<file path="config.mk">
export PLATFORM = sky130hd
export DESIGN_NAME = fp_sub_1d5_arb
export DESIGN_NICKNAME = d
export VERILOG_FILES = /design/src/rtl/fp_sub_1d5_arb.sv
export SDC_FILE = /design/constraint.sdc
export NUM_CORES = 1
export LEC_CHECK = 0
export ABC_CLOCK_PERIOD_IN_PS = 2700
export CORE_MARGIN = 2
export CORE_UTILIZATION = 34
export CTS_CLUSTER_DIAMETER = 100
export DETAILED_ROUTE_END_ITERATION = 10
export PLACE_DENSITY = 0.77
export SYNTH_ARGS = -nofsm -noshare
export SYNTH_HDL_FRONTEND = slang
export SYNTH_SLANG_ARGS = --single-unit
</file>
<file path="constraint.sdc">
create_clock -name clk -period 2.7 [get_ports clk]
set_input_delay 0.81 -clock clk [delete_from_list [all_inputs] [get_ports clk]]
set_output_delay 0.81 -clock clk [all_outputs]
set_load 0.01 [all_outputs]
</file>
<file path="src/rtl/fp_sub_1d5_arb.sv">
// Two-requester round-robin arbiter in front of a fixed-latency 1.5-subtract pipe.
// Optional tag/strobe consistency check: define FP_SUB_ARB_ERRCHK_EN.
module fp_sub_1d5_arb #(
    parameter int PIPE_LAT = 2
) (
    input  logic        clk,
    input  logic        rst_n,
    input  logic        en,
    input  logic        a_valid,
    input  logic        b_valid,
    input  logic [30:0] a_in,
    input  logic [30:0] a_in_delay,
    input  logic [30:0] b_in,
    input  logic [30:0] b_in_delay,
    output logic        a_ready,
    output logic        b_ready,
    output logic        pipe_valid,
    output logic [30:0] pipe_in,
    output logic [30:0] pipe_in_delay,
    input  logic [30:0] pipe_out,
    input  logic [30:0] pipe_out_delay,
    input  logic        pipe_ready,
    output logic        res_valid_a,
    output logic        res_valid_b,
    output logic [30:0] res_out,
    output logic [30:0] res_out_delay,
    output logic        busy,
    output logic        err
);

    logic              prio_b_q, prio_b_d;
    logic              pv_q, pv_d;
    logic [30:0]       pin_q, pin_d;
    logic [30:0]       pind_q, pind_d;
    logic [PIPE_LAT:0] tv_q, tv_d;
    logic [PIPE_LAT:0] to_q, to_d;
    logic              rva_q, rva_d;
    logic              rvb_q, rvb_d;
    logic [30:0]       ro_q, ro_d;
    logic [30:0]       rod_q, rod_d;
    logic [3:0]        cnt_q, cnt_d;
    logic              xfer;
    logic              hit;

    // prio_b_q set means B wins a tie (A was granted last)
    always_comb begin
        a_ready = rst_n & en & a_valid & (~b_valid | ~prio_b_q);
        b_ready = rst_n & en & b_valid & (~a_valid | prio_b_q);
        xfer    = (a_valid & a_ready) | (b_valid & b_ready);
        hit     = pipe_ready & tv_q[PIPE_LAT];
    end

    always_comb begin
        prio_b_d = prio_b_q;
        pin_d    = pin_q;
        pind_d   = pind_q;
        if (xfer) begin
            prio_b_d = ~b_ready;
            pin_d    = b_ready ? b_in : a_in;
            pind_d   = b_ready ? b_in_delay : a_in_delay;
        end
        pv_d  = xfer;
        tv_d  = {tv_q[PIPE_LAT-1:0], xfer};
        to_d  = {to_q[PIPE_LAT-1:0], b_ready};
        rva_d = hit & ~to_q[PIPE_LAT];
        rvb_d = hit & to_q[PIPE_LAT];
        ro_d  = hit ? pipe_out : ro_q;
        rod_d = hit ? pipe_out_delay : rod_q;
        cnt_d = cnt_q;
        unique case ({xfer, rva_q | rvb_q})
            2'b10:   cnt_d = cnt_q + 4'd1;
            2'b01:   cnt_d = cnt_q - 4'd1;
            default: cnt_d = cnt_q;
        endcase
    end

    always_ff @(posedge clk) begin
        if (!rst_n) begin
            prio_b_q <= 1'b0;
            pv_q     <= 1'b0;
            pin_q    <= '0;
            pind_q   <= '0;
            tv_q     <= '0;
            to_q     <= '0;
            rva_q    <= 1'b0;
            rvb_q    <= 1'b0;
            ro_q     <= '0;
            rod_q    <= '0;
            cnt_q    <= '0;
        end else begin
            prio_b_q <= prio_b_d;
            pv_q     <= pv_d;
            pin_q    <= pin_d;
            pind_q   <= pind_d;
            tv_q     <= tv_d;
            to_q     <= to_d;
            rva_q    <= rva_d;
            rvb_q    <= rvb_d;
            ro_q     <= ro_d;
            rod_q    <= rod_d;
            cnt_q    <= cnt_d;
        end
    end

    assign pipe_valid    = pv_q;
    assign pipe_in       = pin_q;
    assign pipe_in_delay = pind_q;
    assign res_valid_a   = rva_q;
    assign res_valid_b   = rvb_q;
    assign res_out       = ro_q;
    assign res_out_delay = rod_q;
    assign busy          = (cnt_q != 4'd0);

`ifdef FP_SUB_ARB_ERRCHK_EN
    localparam logic [3:0] MASK_INIT = 4'(PIPE_LAT + 1);

    logic [3:0] mask_q, mask_d;
    logic       err_q, err_d;

    // strobes of ops discarded by reset can still land during the mask window
    always_comb begin
        mask_d = mask_q;
        if (mask_q != 4'd0) mask_d = mask_q - 4'd1;
        err_d = err_q | ((mask_q == 4'd0) & (pipe_ready ^ tv_q[PIPE_LAT]));
    end

    always_ff @(posedge clk) begin
        if (!rst_n) begin
            mask_q <= MASK_INIT;
            err_q  <= 1'b0;
        end else begin
            mask_q <= mask_d;
            err_q  <= err_d;
        end
    end

    assign err = err_q;
`else
    assign err = 1'b0;
`endif

endmodule

</file>
==> results.tsv <==
metric	value	unit
synth cell count leaders	dfxtp_1, a21oi_1, nand2_1	
ANT cells	0	
largest net degree at the start of global routing	126	
critical path arrival	3000	ps
Fin Setup TNS	0	ps
Clk Latency, worst-skew pair	410	ps
number of I/O port buffers	321	
NumNets Final	1101	
setup slack, reg-to-reg	710	ps
Worst-path clk slew	60	ps
post-synth top area share	51.6	%
core box area	0.0153	sq mm
most common cell in the netlist	dfxtp_1	
Max-cap violations	0	
clock share of power	47.4	%
complex-gate fraction of the synthesized area	18.6	%
Sequential Power Share	39.6	%
Setup Viol. Count Final	0	
Hold/Removal Path Class	flop to flop	
initial antenna violation count	0	
Die Y-Extent	129	microns
internal power	4.23	mW
Comb power frac	13.0	%
starting density of the core	34.9	%
Hold Vio Cnt, Final	0	
Main synth FF type	dfxtp_1	
ys async rst share	0	%
fraction of the mapped netlist area in adder cells	1.08	%
H-tree levels	4	
Post-synth EDFFs	0	
Post-Synth Simple-Gate Area	11.1	%
TritonCTS clock tree	yes	
CTS Buffer Depth	2	
Root Driver	clkbuf_16	
Net Count, Synth	801	
Vias/cell	4.71	
Max Slew Vio Count	0	
initial drt markers	191	
sequential fraction of the synthesis area	51.6	%
Area growth syn-to-layout	75.7	%
Pre-antenna DRT Iters	4	
gpl congestion	0.774	
Power per Cell Area	577	mW/mm^2
YS warnings	0	
Yosys top cell by area	dfxtp_1	
CP endpoint kind	flop	
GRT overflow	0	
Peak VDD IR	0.399	mV
Syn Inst Count	605	
CTS Sinks	137	
Final period util	98.6	%
relative slew slack	48.3	%
io pins	323	
synthesized area	0.00532	sq mm
Detailed Route WL	16.9	mm
XOR/XNOR Fraction of Synth Area	0.329	%
P_leak	3.76	nW
row count	45	
multiplexer share of the synthesized area	11.7	%
WL/cell	14.9	microns
post-synthesis cell type count	29	
f_max	0.376	GHz
RSZ-0062 raised after global routing	true	
flops & latches, synth	137	
vias after detailed routing	5313	
Net Sw Power	1.17	mW
Least-Margin Pin Slew	776	ps
vias in the first global route	4962	
Routed Antenna Nets	0	
Die X	129	microns
Avg Synthesized Cell Area	8.79	sq um
total CTS buffers	17	
first-pass GRT wire length	25.4	mm
die area	0.0167	sq mm
DRC	0	
crit start category	input pin	
post-DP HPWL	12.1	mm
post-route minimum period	2660	ps
worst hold slack	429	ps
CP Data Required Time	3040	ps
Clock Skew	4.09	ps
ranking of synthesized cells by area	dfxtp_1, a21oi_1, mux2i_1	
sw frac	21.6	%
fraction of layout cells with a size suffix above 1	6.11	%
class of the most critical setup path	input pin to flop	
status	completed	
crit-path max FO	3	
Pwr Total	5.40	mW
Tot GR Track Use	19.6	%
largest family of logic cells by synthesized area	compound AO/OA/AOI/OAI gates	
==> sequential cells by signal, summed over array words and instances (netlist names) <==
signal	flops
pipe_in	31
pipe_in_delay	31
res_out	31
res_out_delay	31
cnt_q	4
to_q	3
tv_q	3
prio_b_q	1
res_valid_a	1
res_valid_b	1
==> path summary, 6_finish.rpt <==
kind | cells past startpoint | start | endpoint
worst min register to register | 1 | to_q[2]$_SDFF_PN0_ | res_valid_a$_SDFF_PN0_
worst min-delay path | 1 | to_q[2]$_SDFF_PN0_ | res_valid_a$_SDFF_PN0_
worst max register to register | 7 | res_valid_b$_SDFF_PN0_ | cnt_q[3]$_SDFFE_PN0P_
worst max-delay path | 10 | en | cnt_q[3]$_SDFFE_PN0P_
==> layout by cell type, fill, tap and decap left out, types with 2 or more instances in the layout <==
cell,Yosys,routed
clkbuf_16,0,17
buf_2,12,2
or4_1,2,2
bufinv_16,0,5
o21ai_0,58,58
clkinv_2,0,2
clkbuf_8,0,2
a21oi_2,0,2
dfxtp_1,137,137
clkdlybuf4s50_1,0,317
and2_1,5,4
clkinv_4,0,2
buf_12,0,4
nand2_1,126,125
xor2_1,2,2
a21oi_1,131,129
o21ai_1,4,4
inv_1,7,6
buf_4,4,5
nor2_1,5,5
mux2i_1,62,62
==> layer usage <==
metal  vias to the layer above  wire (microns)  track usage, %
li1                       2668               -               -
met1                      2374            6480            20.9
met2                       236            8230            33.7
met3                        35            1600            7.97
met4                         0             546            9.65
met5                         -               0               0
==> metrics by stage <==
step,utilization [%],cells,area (sq um),worst slack [ps]
2_1_floorplan,-,605,5340,29.3
3_3_place_gp,56.9,1097,8680,-324
3_5_place_dp,56.9,1097,8680,-370
4_1_cts,61.1,1128,9330,8.99
5_1_grt,61.2,1128,9350,-11.1
6_report,61.2,1128,9350,38.6
==> cell families after synthesis <==
group | count (synthesis)
adders and majority gates | 4
other | 1
muxes | 62
DFF | 137
AOI/OAI and AO/OA | 196
xor gates and xnor gates | 2
and+or+nand+nor | 146
buffers and inverters | 57
==> critical path, stage by stage <==
cell and delay [ps]:
clkdlybuf4s50_1 500, and2_4 180, o21a_4 140, inv_1 50, ha_2 200, ha_1 300, nand3_2 90, and3_4 180
or4_1 410, a21oi_2 140
==> power by group through the flow <==
stage / Combinational, mW / Clock (mW) / Sequential (mW)
after floorplan: 0.199 / 0 / 2.21
after global placement: 0.699 / 0 / 2.17
after detailed placement: 0.706 / 0 / 2.18
after CTS: 0.710 / 2.61 / 2.13
after global routing: 0.757 / 2.71 / 2.14
final: 0.703 / 2.56 / 2.13
==> area by class of cell <==
class | instances | area [sq um]
tap | 211 | 264
fill | 1322 | 5910
inverter | 7 | 26.3
clock inverter | 11 | 194
multi-input combinational | 411 | 2330
clock buffer | 20 | 457
timing repair buffer | 331 | 3330
sequential | 137 | 2740
==> timing repair <==
item | CTS | global route
resized for setup | 6 | 6
hold buffers | 0 | 0
setup buffers | 0 | 0
endpoints found under the setup margin | 2 | 4
pin swaps | 0 | 2
hold endpoints to repair | 0 | 0
Note: power is estimated with default switching activity, not from simulation.
